$ cat src/rtl/gate_bist_pkg.sv
// ============================================================================
// gate_bist_pkg: gate encodings, FSM states and vector order for gate_bist_ctrl
// Rev 1.0
// ============================================================================
`default_nettype none

package gate_bist_pkg;

  localparam logic [2:0] GATE_AND  = 3'd0;
  localparam logic [2:0] GATE_OR   = 3'd1;
  localparam logic [2:0] GATE_NAND = 3'd2;
  localparam logic [2:0] GATE_NOR  = 3'd3;
  localparam logic [2:0] GATE_XOR  = 3'd4;
  localparam logic [2:0] GATE_XNOR = 3'd5;

  typedef enum logic [2:0] {
    ST_IDLE   = 3'd0,
    ST_APPLY  = 3'd1,
    ST_SETTLE = 3'd2,
    ST_CHECK  = 3'd3,
    ST_DONE   = 3'd4
  } state_e;

  // Vectors are {a, b}, walked 00 -> 01 -> 10 -> 11
  localparam logic [1:0] VEC_FIRST = 2'b00;
  localparam logic [1:0] VEC_LAST  = 2'b11;

  function automatic logic sel_valid(input logic [2:0] sel);
    return (sel <= GATE_XNOR);
  endfunction

endpackage

`default_nettype wire

$ cat src/rtl/gate_golden.sv
// ============================================================================
// gate_golden: combinational reference gate, y_exp = 0 for unused encodings
// Rev 1.0
// ============================================================================
`default_nettype none

module gate_golden
  import gate_bist_pkg::*;
(
  input  logic [2:0] sel_i,
  input  logic       a_i,
  input  logic       b_i,
  output logic       y_exp_o
);

  always_comb begin
    y_exp_o = 1'b0;
    case (sel_i)
      GATE_AND:  y_exp_o = a_i & b_i;
      GATE_OR:   y_exp_o = a_i | b_i;
      GATE_NAND: y_exp_o = ~(a_i & b_i);
      GATE_NOR:  y_exp_o = ~(a_i | b_i);
      GATE_XOR:  y_exp_o = a_i ^ b_i;
      GATE_XNOR: y_exp_o = ~(a_i ^ b_i);
      default:   y_exp_o = 1'b0;
    endcase
  end

endmodule

`default_nettype wire

$ cat src/rtl/gate_bist_ctrl.sv
// ============================================================================
// gate_bist_ctrl: truth-table BIST sequencer for one external 2-input gate.
// Optional GATE_BIST_ERRLOG_EN adds first_fail_o capture. Rev 1.0
// ============================================================================
`default_nettype none

module gate_bist_ctrl
  import gate_bist_pkg::*;
#(
  parameter int SETTLE_CYC = 2,
  parameter int LOOPS      = 1,
  parameter int ERR_W      = 4
) (
  input  logic             clk,
  input  logic             rst_n,
  input  logic             start_i,
  input  logic [2:0]       gate_sel_i,
  output logic             dut_a_o,
  output logic             dut_b_o,
  input  logic             dut_y_i,
  output logic             busy_o,
  output logic             done_o,
  output logic             pass_o,
  output logic [ERR_W-1:0] err_cnt_o
`ifdef GATE_BIST_ERRLOG_EN
  ,
  output logic [3:0]       first_fail_o
`endif
);

  localparam int c_SET_W  = (SETTLE_CYC > 1) ? $clog2(SETTLE_CYC) : 1;
  localparam int c_LOOP_W = (LOOPS > 1) ? $clog2(LOOPS) : 1;
  localparam logic [c_SET_W-1:0]  c_SET_LOAD  = c_SET_W'((SETTLE_CYC > 0) ? SETTLE_CYC - 1 : 0);
  localparam logic [c_LOOP_W-1:0] c_LOOP_LAST = c_LOOP_W'(LOOPS - 1);

  state_e              state_q;
  logic [2:0]          sel_q;
  logic [1:0]          vec_q;
  logic [c_LOOP_W-1:0] loop_q;
  logic [c_SET_W-1:0]  settle_q;
  logic                busy_q;
  logic                done_q;
  logic                pass_q;
  logic [ERR_W-1:0]    err_q;
  logic [ERR_W-1:0]    err_d;
  logic                y_exp;
  logic                mismatch;
`ifdef GATE_BIST_ERRLOG_EN
  logic [3:0]          ff_q;
`endif

  gate_golden u_golden (
    .sel_i   (sel_q),
    .a_i     (vec_q[1]),
    .b_i     (vec_q[0]),
    .y_exp_o (y_exp)
  );

  always_comb begin
    mismatch = (dut_y_i != y_exp);
    err_d    = err_q;
    if (mismatch && (err_q != {ERR_W{1'b1}})) begin
      err_d = err_q + 1'b1;
    end
  end

  always_ff @(posedge clk or negedge rst_n) begin
    if (!rst_n) begin
      state_q  <= ST_IDLE;
      sel_q    <= 3'd0;
      vec_q    <= VEC_FIRST;
      loop_q   <= '0;
      settle_q <= '0;
      busy_q   <= 1'b0;
      done_q   <= 1'b0;
      pass_q   <= 1'b0;
      err_q    <= '0;
`ifdef GATE_BIST_ERRLOG_EN
      ff_q     <= 4'd0;
`endif
    end else begin
      done_q <= 1'b0;
      case (state_q)
        ST_IDLE: begin
          if (start_i) begin
            err_q  <= '0;
            pass_q <= 1'b0;
`ifdef GATE_BIST_ERRLOG_EN
            ff_q   <= 4'd0;
`endif
            if (sel_valid(gate_sel_i)) begin
              state_q <= ST_APPLY;
              sel_q   <= gate_sel_i;
              vec_q   <= VEC_FIRST;
              loop_q  <= '0;
              busy_q  <= 1'b1;
            end else begin
              // Unsupported gate: report a failed run without touching the stimulus
              state_q <= ST_DONE;
              done_q  <= 1'b1;
            end
          end
        end
        ST_APPLY: begin
          if (SETTLE_CYC > 0) begin
            state_q  <= ST_SETTLE;
            settle_q <= c_SET_LOAD;
          end else begin
            state_q <= ST_CHECK;
          end
        end
        ST_SETTLE: begin
          if (settle_q == '0) begin
            state_q <= ST_CHECK;
          end else begin
            settle_q <= settle_q - 1'b1;
          end
        end
        ST_CHECK: begin
          err_q <= err_d;
`ifdef GATE_BIST_ERRLOG_EN
          if (mismatch && !ff_q[3]) begin
            ff_q <= {1'b1, vec_q, dut_y_i};
          end
`endif
          if (vec_q == VEC_LAST) begin
            if (loop_q == c_LOOP_LAST) begin
              state_q <= ST_DONE;
              busy_q  <= 1'b0;
              done_q  <= 1'b1;
              pass_q  <= (err_d == '0);
            end else begin
              loop_q  <= loop_q + 1'b1;
              vec_q   <= VEC_FIRST;
              state_q <= ST_APPLY;
            end
          end else begin
            vec_q   <= vec_q + 1'b1;
            state_q <= ST_APPLY;
          end
        end
        ST_DONE: begin
          state_q <= ST_IDLE;
        end
        default: begin
          state_q <= ST_IDLE;
        end
      endcase
    end
  end

  assign dut_a_o   = vec_q[1];
  assign dut_b_o   = vec_q[0];
  assign busy_o    = busy_q;
  assign done_o    = done_q;
  assign pass_o    = pass_q;
  assign err_cnt_o = err_q;
`ifdef GATE_BIST_ERRLOG_EN
  assign first_fail_o = ff_q;
`endif

endmodule

`default_nettype wire
$ cat config.mk
export PLATFORM = sky130hd
export DESIGN_NAME = gate_bist_ctrl
export DESIGN_NICKNAME = d
export VERILOG_FILES = /design/src/rtl/gate_bist_pkg.sv /design/src/rtl/gate_golden.sv /design/src/rtl/gate_bist_ctrl.sv
export SDC_FILE = /design/constraint.sdc
export NUM_CORES = 1
export LEC_CHECK = 0
export BUFFER_PORTS_ARGS = -buffer_cell sky130_fd_sc_hd__buf_2
export CAP_MARGIN = 10
export CORE_MARGIN = 5
export CORE_UTILIZATION = 53
export DETAILED_ROUTE_END_ITERATION = 7
export PLACE_DENSITY_LB_ADDON = 0.05
export SKIP_LAST_GASP = 1
export SLEW_MARGIN = 20
export SYNTH_ARGS = -nofsm -noshare
export SYNTH_HDL_FRONTEND = slang
export SYNTH_HIERARCHICAL = 1
export SYNTH_SLANG_ARGS = --single-unit
$ cat constraint.sdc
create_clock -name clk -period 3.16 [get_ports clk]
set_input_delay 0.316 -clock clk [delete_from_list [all_inputs] [get_ports clk]]
set_output_delay 0.316 -clock clk [all_outputs]
set_load 0.02 [all_outputs]
# Word level (Yosys, flattened, before mapping)
# Cells that the tools add are included.
# word_totals
reg_bits	17
input_bits	7
out_inout_bits	9
word_cells	86
# classes
add_sub_neg	4
order_cmp	1
eq_ne	17
muxes	36
bitwise_logic	6
reduce_logical	13
# ops
operator	count
1-bit 2-to-1 mux	16
3-bit 2-to-1 mux	5
3-bit by 2-bit equality test with 1-bit output (second input constant)	4
3-bit one-hot mux with 4 select lines	1
4-bit AND reduction	3
2-bit inequality test (second input constant)	5
1-bit one-hot mux with 2 select lines	5
2-bit 2-to-1 mux	4
4-bit 2-to-1 mux	2
4-bit one-hot mux with 2 select lines	1
3-bit by 1-bit equality test with 1-bit output (second input constant)	2
3-bit equality test (second input constant)	2
3-bit logical NOT	2
1-bit one-hot mux with 6 select lines	1
5-bit AND reduction	1
4-bit by 1-bit adder with 4-bit output (second input constant)	1
4-bit logical NOT	1
4-bit inequality test (second input constant)	1
2-bit one-hot mux with 2 select lines	1
2-bit AND reduction	2
2-bit nonzero test	2
3-bit <= comparator (second input constant)	1
3-bit inequality test (second input constant)	1
1-bit NOT	3
10 further kinds	10

# Depth between registers and ports, before layout
# Gate-level depths: netlist of the first run.
# depth
depth_word	10
ltp_mapped	9
depth_no_buf	9

# Cells and area by module
# The synthesis of the first run kept the hierarchy.
# by_module_without_submodules
module	n_inst	cells_per_inst	area_each_um2	seq_area_each_um2
gate_bist_ctrl	1	85	838.3	400.4
gate_golden	1	10	76.3	0.0

# Worst setup path after synthesis of the first run
# No wires, ideal clock.
# synth_path
path_kind	flip-flop to flip-flop
start	register vec_q[1]
end	register err_q[0] (netlist: err_cnt_o[0])
setup_time_ps	121
arrival_time_ps	2231
t_required_ps	3039
setup_slack_ps	808
path_stages_with_launch	9
path_buffers	0
period_less_slack_ps	2352
path_cell_list	dfrtp_1 -> ha_1 -> or2_1 -> a21oi_2 -> mux2_1 -> xor2_1 -> and2_1 -> o21ai_1 -> a22o_1
# synth_via
elab_chain_len	7
elab_cells_between_ends	11
classes_between	1 x eq/ne; 3 x mux; 6 x bitwise; 1 x reduce/logical
# synth_lines
item	line_no	text
start: declaration	gate_bist_ctrl.sv:38	logic [1:0] vec_q;
start signal: assignment	gate_bist_ctrl.sv:138	vec_q <= vec_q + 1'b1;
1-bit XOR, or another cell as far along	gate_golden.sv:23, gate_golden.sv:24	
1-bit NOT (on tied branches)	gate_golden.sv:24, gate_golden.sv:21, gate_golden.sv:22	
1-bit one-hot mux with 6 select lines (*)	gate_golden.sv:18	case (sel_i)
via y_exp	gate_bist_ctrl.sv:46	logic y_exp;
1-bit inequality test (*)	gate_bist_ctrl.sv:60	mismatch = (dut_y_i != y_exp);
1-bit logical AND (*)	gate_bist_ctrl.sv:62	if (mismatch && (err_q != {ERR_W{1'b1}})) begin
4-bit 2-to-1 mux (*)	gate_bist_ctrl.sv:62	
4-bit one-hot mux with 2 select lines (*)	gate_bist_ctrl.sv:83	case (state_q)
end signal: assignment	gate_bist_ctrl.sv:120	err_q <= err_d;
end: declaration	gate_bist_ctrl.sv:44	logic [ERR_W-1:0] err_q;
# The timed path passes the listed nets; every way through them passes the cells marked *.
# A chain may end at the register's enable or synchronous reset.

# Worst setup path in the final report of the first run
# layout_path
start	register vec_q[0]
end	register err_q[0] (netlist: err_cnt_o[0])
# The elaborated chain is that of the path after synthesis.

==> impl_metrics.ini, run 1 <==
[worst_setup_path]
r2r_start = vec_q[0]
critPathLaunch = vec_q[0]
slowest_stage = dfrtp_1
cp-start-kind = flip-flop
critPathRequiredTime_ns = 3.34
path_max_fanout = 8
worstSetupPathType = flip-flop to flip-flop
arrival_ns = 2.57
crit_family = simple AND/OR/NAND/NOR gates
r2r_setup_slack_ns = 0.77
critPathMaxStageDelay_ns = 0.44
reg2reg_depth = 8
crit_cells = 8
crit_path_cell_trace = ha_1 > or2_1 > a21oi_2 > mux2_1 > xor2_1 > and2_1 > o21ai_1 > a22o_1
end_kind = flip-flop
cp_num_buf_inv = 0
crit_end = err_cnt_o[0]
rr_endpoint = err_cnt_o[0]

[drt]
wl_um = 1780
drt_iter0_drc = 12
vias_per_cell = 5.54
ant_nets = 0
first_pass_iters = 4
vias = 709
wire_per_inst_um = 13.9
drc_errors = 0

[logic_synthesis]
synth_edf_count = 0
ys_async_sr_fraction = 1.00
ys_types = 35
syn_inst = 95
ys_seq_area_frac = 0.438
syn_nets = 106
syn-mean-instance-area_um2 = 9.63
synth_seq_cells = 16
ys_warn_count = 6
synth_area_um2 = 915
yosys_most_used_dff = dfrtp_1

[timing]
slew_viol_final = 0
clock_skew_ns = 0.00235
rsz0062_at_grt = no
setup_viol = 0
hold_viol = 0
fmax_mhz = 419
slew_headroom = 0.689
tightest_slew_ns = 0.465
setup-tns-final_ns = 0
post-route-min-period_ns = 2.39
post-route-period-util = 0.756

[global_route]
use_met1 = 0.226
top_usage_layer = met2
use_met2 = 0.250
gr-total-overflow = 0
grt_max_degree = 17
grt_pass1_vias = 709
gr-usage-met3 = 0.0258
antenna_found_initial = 0
grt_pass1_wl_um = 3240
groute.usage.overall = 0.164

[clock_tree]
cts_buffer_depth = 2
cts_tree = built
htree_num_levels = 1
cts_setup_buffers = 0
numCtsBuffers = 3
clkLatencyLatePin_ns = 0.28
cts_resized = 0
cts_root_buf = clkbuf_4
clk_pin_slew_ns = 0.09
cts_sinks = 16

[power]
p_per_area_nw_per_um2 = 974
vdd_ir_drop_max_uv = 474
seqPwrFrac = 0.395
switchingPower_uw = 441
p_leak_nw = 0.476
total_power_uw = 987
clkPwrFrac = 0.106
internal_power_uw = 546
p_comb_frac = 0.498
sw_frac_of_total = 0.446

[finish]
multi_input_area_um2 = 462
finalInstanceArea_um2 = 1010
seqCellArea_um2 = 400
nFillCells = 137
mostFrequentLayoutCell = dfrtp_1
area_growth_pct = 10.8
antennaDiodeCount = 0
finalNetCount = 124
layout-drive-gt1-share = 0.225
layout_common_cells = 16 x dfrtp_1, 15 x buf_2, 11 x nor2_1

[die]
die-area_um2 = 2660
rows = 15
pin_count = 16
fp.dieH_um = 51.5
initial_core_util = 0.541
die_w_um = 51.5
core_um2 = 1690

[hold_path]
holdPathStages = 2
worstHoldPathType = primary input to flip-flop
worstHoldStart = gate_sel_i[0]

[place]
gp_congestion = 0.856
port-buffer-count = 15
dpl.hpwl_um = 1300
dpl_cell_area_um2 = 981

[job]
drv_cap = 0

[status]
status = finished, final reports clean
## metal layers
metal | vias up | share of wire
met2 | 10 | 0.47
met4 | 0 | 0.0067
met1 | 327 | 0.49
li1 | 370 | -
met3 | 2 | 0.027
met5 | - | 0
## power by group through the flow
stage	logic [mW]	clock network [mW]	registers, mW
after floorplan	0.399	0	0.390
after global placement	0.486	0	0.389
after detailed placement	0.492	0	0.393
after CTS	0.495	0.114	0.388
after global routing	0.567	0.121	0.407
final	0.492	0.105	0.390
## logic make-up (layout without fill, tap and decap cells)
logic type                 count (synthesis)  count (layout)  synth area share
muxes                                      2               2            0.0287
adders and majority gates                  4               4            0.0547
and+or+nand+nor                           32              32             0.181
AOI/OAI and AO/OA                         29              29             0.212
buffers and inverters                      9              25            0.0575
DFF                                       16              16             0.438
xor gates and xnor gates                   3               3            0.0287
## synth_stat cells (2+ instances only)
master / count / area, um^2
a21oi_1: 9 / 45.0
nor3_1: 2 / 10.0
xnor2_1: 2 / 17.5
dfrtp_1: 16 / 400
nor2_1: 11 / 41.3
buf_6: 2 / 22.5
o21ai_0: 4 / 20.0
a21oi_2: 2 / 17.5
ha_1: 4 / 50.1
nand2_1: 7 / 26.3
a31oi_1: 4 / 25.0
inv_1: 6 / 22.5
nand3b_1: 2 / 15.0
o21ai_1: 2 / 10.0
nand3_1: 2 / 10.0
## flip-flops by register name (all words and copies together) (netlist names)
register,cells
settle_q,1
state_q,3
busy_o,1
err_cnt_o,4
pass_o,1
sel_q,3
done_o,1
vec_q,2
## final cells by class
type                       instances  area share
timing repair buffer              16      0.0840
sequential                        16       0.395
clock buffer                       3      0.0222
tap                               17      0.0210
multi-input combinational         70       0.456
inverter                           6      0.0222
## per-stage QoR
step,util,hold WS (ns),std cells,setup slack (ns)
global route,0.600,0.252,128,0.563
detailed placement,0.581,0.254,124,0.784
finish,0.600,0.261,128,0.771
global placement,0.581,0.251,124,0.820
floorplan,-,0.0204,95,0.808
CTS,0.600,0.249,128,0.774
## timing repair
item	CTS	global route
endpoints found under the setup margin	0	0
hold buffers	1	0
endpoints found under the hold margin	16	0
## how the worst min path moves through the flow
stage	endpoint	slack (ns)
2_1_floorplan	busy_o	0.02
3_3_place_gp	sel_q[1]	0.25
3_5_place_dp	sel_q[0]	0.25
4_1_cts	sel_q[0]	0.25
5_1_grt	sel_q[0]	0.25
6_report	sel_q[0]	0.26
(Power assumes the default switching activity.)
==> run 2, diff against run 1 <==
--- a/config.mk
+++ b/config.mk
@@ -5,10 +5,11 @@
 export SDC_FILE = /design/constraint.sdc
 export NUM_CORES = 1
 export LEC_CHECK = 0
+export ABC_AREA = 1
 export BUFFER_PORTS_ARGS = -buffer_cell sky130_fd_sc_hd__buf_2
 export CAP_MARGIN = 10
 export CORE_MARGIN = 5
-export CORE_UTILIZATION = 53
+export CORE_UTILIZATION = 54
 export DETAILED_ROUTE_END_ITERATION = 7
 export PLACE_DENSITY_LB_ADDON = 0.05
 export SKIP_LAST_GASP = 1
==> constraint.sdc (replaced) <==
create_clock -name clk -period 2.4 [get_ports clk]
set_input_delay 0.24 -clock clk [delete_from_list [all_inputs] [get_ports clk]]
set_output_delay 0.24 -clock clk [all_outputs]
set_load 0.02 [all_outputs]
==> impl_metrics.ini, run 2 <==
[status]
status = finished, final reports clean

[timing]
slew_viol_final = 0
setup-tns-final_ns = 0
tightest_slew_ns = 0.354
post-route-min-period_ns = 1.85
slew_headroom = 0.764
hold_viol = 0
setup_viol = 0
whs_ns = 0.148
post-route-period-util = 0.770
clock_skew_ns = 0.00261
rsz0062_at_grt = no
fmax_mhz = 541

[clock_tree]
cts_tree = built
htree_num_levels = 1
clkLatencyLatePin_ns = 0.29
clk_pin_slew_ns = 0.09
cts_sinks = 16
cts_resized = 0
cts_buffer_depth = 2
cts_root_buf = clkbuf_4
numCtsBuffers = 3

[drt]
vias_per_cell = 4.82
drc_errors = 0
drt_iter0_drc = 14
ant_nets = 0
vias = 862
wl_um = 1940
first_pass_iters = 4
wire_per_inst_um = 10.8

[global_route]
groute.usage.overall = 0.180
grt_max_degree = 17
grt_pass1_wl_um = 3520
grt_pass1_vias = 848
gr-total-overflow = 0
antenna_found_initial = 0

[logic_synthesis]
synth_top_area_frac = 0.418
ys_types = 17
synth_area_leader_cell = dfrtp_1
synth_area_um2 = 958
yosys_most_used_dff = dfrtp_1
synth_commonest_cells = 48 x nand2_1, 23 x inv_1, 16 x dfrtp_1
yosysMostFrequentCell = nand2_1
syn-mean-instance-area_um2 = 7.15
synth_edf_count = 0
syn_nets = 145
syn_inst = 134
ys_async_sr_fraction = 1.00
ys_top_cells_by_area = dfrtp_1 42%, nand2_1 19%, inv_1 9.0%
synth_seq_cells = 16
ys_seq_area_frac = 0.418
ys_warn_count = 6

[worst_setup_path]
critPathRequiredTime_ns = 2.64
arrival_ns = 2.09
reg2reg_depth = 15
worstSetupPathType = flip-flop to flip-flop
rr_endpoint = pass_o
r2r_start = vec_q[1]
cp-start-kind = flip-flop
end_kind = flip-flop
path_max_fanout = 5
r2r_setup_slack_ns = 0.55

[power]
p_leak_nw = 0.652
vdd_ir_drop_max_uv = 786
p_per_area_nw_per_um2 = 1140
total_power_mw = 1.27

[finish]
finalNetCount = 166
largest_reg_flops = 4
final_util = 0.651
area_growth_pct = 15.9
fin_cells = 179
seqCellArea_um2 = 400
nFillCells = 153
antennaDiodeCount = 0
layout_common_cells = 48 x nand2_1, 23 x inv_1, 16 x dfrtp_1
layout-drive-gt1-share = 0.188
mostFrequentLayoutCell = nand2_1
multi_input_area_um2 = 464

[place]
gp_congestion = 0.869
port-buffer-count = 15
dp.cells = 174
dpl.hpwl_um = 1540

[die]
fp.dieH_um = 52.1
rows = 15
initial_core_util = 0.561
pin_count = 16
core_um2 = 1710
die-area_um2 = 2720
die_w_um = 52.1

[hold_path]
worstHoldPathType = primary input to flip-flop
holdPathStages = 3
worstHoldStart = gate_sel_i[0]
hold_end = sel_q[0]

[job]
drv_cap = 0
## run 2: area by class of cell
cell class | instances | share of cell area
multi-input cells | 93 | 0.418
flip-flops and latches | 16 | 0.360
inverters | 25 | 0.0845
repair buffers | 16 | 0.0766
clock buffers | 4 | 0.0327
well taps | 25 | 0.0282
## run 2: kinds of logic (layout without fill, tap and decap cells)
kind of cell / after synthesis / in the layout / synth area share
AO/OA/AOI/OAI: 10 / 10 / 0.0574
buffers and inverters: 25 / 45 / 0.0979
AND/OR/NAND/NOR: 79 / 79 / 0.375
flip-flops: 16 / 16 / 0.418
adder cells (fa/ha/maj): 4 / 4 / 0.0522
## run 2: timing repair
| action | 4_1_cts | 5_1_grt |
|---|---|---|
| setup buffers | 0 | 0 |
| endpoints found under the hold margin | 16 | 0 |
| hold buffers | 1 | 0 |
## run 2: where the power goes
part / leakage [nW] / switching [mW] / internal, mW / total (mW)
registers: 0.206 / 0.0922 / 0.366 / 0.458
logic: 0.424 / 0.412 / 0.220 / 0.632
clock network: 0.0210 / 0.0866 / 0.0925 / 0.179
## run 2: routing by layer
layer  track usage  share of wire
met1         0.227           0.46
met2         0.289           0.49
met3        0.0229          0.027
met4         0.115          0.025
met5             0              0
## run 2: worst max-delay path: stages, from the launching register on
cell and delay [ns]:
dfrtp_1 0.44, inv_1 0.07, ha_1 0.31, inv_1 0.06
nand2_1 0.04, nand3_1 0.06, nand3_1 0.08, nand2_1 0.11
inv_1 0.06, nand2_1 0.08, nand3_2 0.11, nand2_1 0.07
nand2_1 0.08, nor2_1 0.11, nand2_1 0.06, nand2_1 0.05
## run 2: per-stage QoR
stage                     setup WS (ns)  area [um^2]
after floorplan                   0.650          958
after global placement            0.641         1060
after detailed placement          0.594         1060
after CTS                         0.567         1110
after global routing              0.335         1110
final                             0.553         1110
## run 2: worst max path at each step
stage | startpoint | endpoint | slack, ns
5_1_grt | vec_q[0] | pass_o | 0.34
3_5_place_dp | vec_q[1] | pass_o | 0.59
2_1_floorplan | vec_q[1] | pass_o | 0.65
3_3_place_gp | vec_q[1] | pass_o | 0.64
6_report | vec_q[1] | pass_o | 0.55
4_1_cts | vec_q[1] | pass_o | 0.57
==> run 3, diff against run 2 <==
--- a/config.mk
+++ b/config.mk
@@ -5,11 +5,11 @@
 export SDC_FILE = /design/constraint.sdc
 export NUM_CORES = 1
 export LEC_CHECK = 0
-export ABC_AREA = 1
+export ABC_AREA = 0
 export BUFFER_PORTS_ARGS = -buffer_cell sky130_fd_sc_hd__buf_2
 export CAP_MARGIN = 10
 export CORE_MARGIN = 5
-export CORE_UTILIZATION = 54
+export CORE_UTILIZATION = 53
 export DETAILED_ROUTE_END_ITERATION = 7
 export PLACE_DENSITY_LB_ADDON = 0.05
 export SKIP_LAST_GASP = 1
==> constraint.sdc (replaced) <==
create_clock -name clk -period 1.93 [get_ports clk]
set_input_delay 0.193 -clock clk [delete_from_list [all_inputs] [get_ports clk]]
set_output_delay 0.193 -clock clk [all_outputs]
set_load 0.02 [all_outputs]
==> impl_metrics.ini, run 3 (synthesized netlist as in run 1, its figures left out) <==
[timing]
slew_viol_final = 0
post-route-min-period_ns = 2.08
tightest_slew_ns = 0.368
rsz0062_at_grt = yes
whs_ns = 0.136
hold_viol = 0
slew_headroom = 0.755
fmax_mhz = 482
post-route-period-util = 1.08
clock_skew_ns = 0.00192
setup_ws_ns = -0.146
setup_viol = 5

[worst_setup_path]
crit_path_cell_trace = ha_2 > or2_1 > a21oi_2 > mux2_4 > xor2_4 > a21oi_1 > a31oi_1 > o41ai_1
arrival_ns = 2.25
critPathMaxStageDelay_ns = 0.43
path_max_fanout = 7
cp-start-kind = flip-flop
critPathRequiredTime_ns = 2.11
slowest_stage = dfrtp_2
end_kind = flip-flop
worstSetupPathType = flip-flop to flip-flop

[global_route]
grt_pass1_vias = 699
groute.usage.overall = 0.164
antenna_found_initial = 0
grt_max_degree = 17
gr-total-overflow = 0
grt_pass1_wl_um = 3170

[finish]
finalNetCount = 132
largest_reg_flops = 4
layout-drive-gt1-share = 0.358
antennaDiodeCount = 0
layout_common_cells = 15 x buf_2, 14 x dfrtp_1, 11 x nor2_1
mostFrequentLayoutCell = buf_2
area_growth_pct = 23.5

[status]
status = complete, but fails checks
violations = negative setup slack

[power]
p_per_area_nw_per_um2 = 1700
seqPwrFrac = 0.313
sw_frac_of_total = 0.421
p_comb_frac = 0.571
vdd_ir_drop_max_uv = 841
total_power_mw = 1.92
switchingPower_uw = 806
internal_power_mw = 1.11
p_leak_nw = 0.526
clkPwrFrac = 0.115

[drt]
vias_per_cell = 5.50
ant_nets = 0
wire_per_inst_um = 14.1
drt_iter0_drc = 22
drc_errors = 0
wl_um = 1930
vias = 753
first_pass_iters = 4

[die]
core_um2 = 1690
rows = 15
initial_core_util = 0.541
die-area_um2 = 2660
die_w_um = 51.5
fp.dieH_um = 51.5
pin_count = 16

[clock_tree]
cts_sinks = 16
clkLatencyLatePin_ns = 0.28
numCtsBuffers = 3
cts_root_buf = clkbuf_4
htree_num_levels = 1
cts_buffer_depth = 2
clk_pin_slew_ns = 0.10
cts_tree = built

[place]
dpl.hpwl_um = 1450
gp_congestion = 0.796
port-buffer-count = 15

[job]
drv_cap = 0

[hold_path]
worstHoldPathType = primary input to flip-flop
[run 3: final timing paths]
path / start / to / slack (ns) / cells past startpoint
worst max-delay path: vec_q[0] / pass_o / -0.15 / 8
worst min-delay path: gate_sel_i[0] / sel_q[0] / 0.14 / 2
worst max register to register: vec_q[0] / pass_o / -0.15 / 8
worst min register to register: pass_o / pass_o / 0.49 / 2
max in group asynchronous: rst_n / vec_q[0] / 1.30 / 2
min in group asynchronous: rst_n / err_cnt_o[2] / 0.35 / 2
[run 3: worst max-delay path: cells and delay by family, from the launching register on]
kind	cells	cell delay, ns
AND/OR/NAND/NOR	1	0.21
adder cells (fa/ha/maj)	1	0.17
multiplexers	1	0.34
AO/OA/AOI/OAI	4	0.67
XOR/XNOR	1	0.18
flip-flops	1	0.43
[run 3: through the flow]
step | utilization | instances | setup TNS, ns | setup slack [ns] | area [um^2]
floorplan | - | 95 | -0.553 | -0.143 | 953
global placement | 0.635 | 131 | -0.344 | -0.111 | 1070
detailed placement | 0.635 | 131 | -0.536 | -0.129 | 1070
CTS | 0.662 | 136 | -0.618 | -0.149 | 1120
global route | 0.669 | 137 | -1.10 | -0.249 | 1130
finish | 0.669 | 137 | -0.594 | -0.146 | 1130
[run 3: layout make-up]
| class | count | area, um^2 |
|---|---|---|
| clock buffers | 4 | 36.3 |
| fillers | 141 | 559 |
| inverters | 6 | 22.5 |
| multi-input cells | 70 | 502 |
| flip-flops and latches | 16 | 403 |
| well taps | 17 | 21.3 |
| repair buffers | 24 | 145 |
[run 3: what timing repair did]
action | in CTS | in global routing
gates resized for setup | 0 | 1
setup buffers | 0 | 1
pin swaps | 0 | 1
hold buffers | 1 | 0
endpoints found under the setup margin | 5 | 5
hold endpoints to repair | 16 | 0
[run 3: metal layers]
layer | global-route usage | vias to the layer above | share of wire | wire length (um)
li1 | - | 385 | - | -
met1 | 0.211 | 351 | 0.47 | 912
met2 | 0.267 | 15 | 0.48 | 931
met3 | 0.0344 | 2 | 0.034 | 66
met4 | 0.0655 | 0 | 0.0073 | 14
met5 | 0 | - | 0 | 0
[run 3: power by group through the flow]
stage          combinational (mW)  sequential [mW]  clock [mW]
3_5_place_dp                 1.08            0.605           0
4_1_cts                      1.09            0.600       0.227
2_1_floorplan               0.755            0.645           0
3_3_place_gp                 1.05            0.604           0
5_1_grt                      1.21            0.625       0.248
6_report                     1.09            0.600       0.220
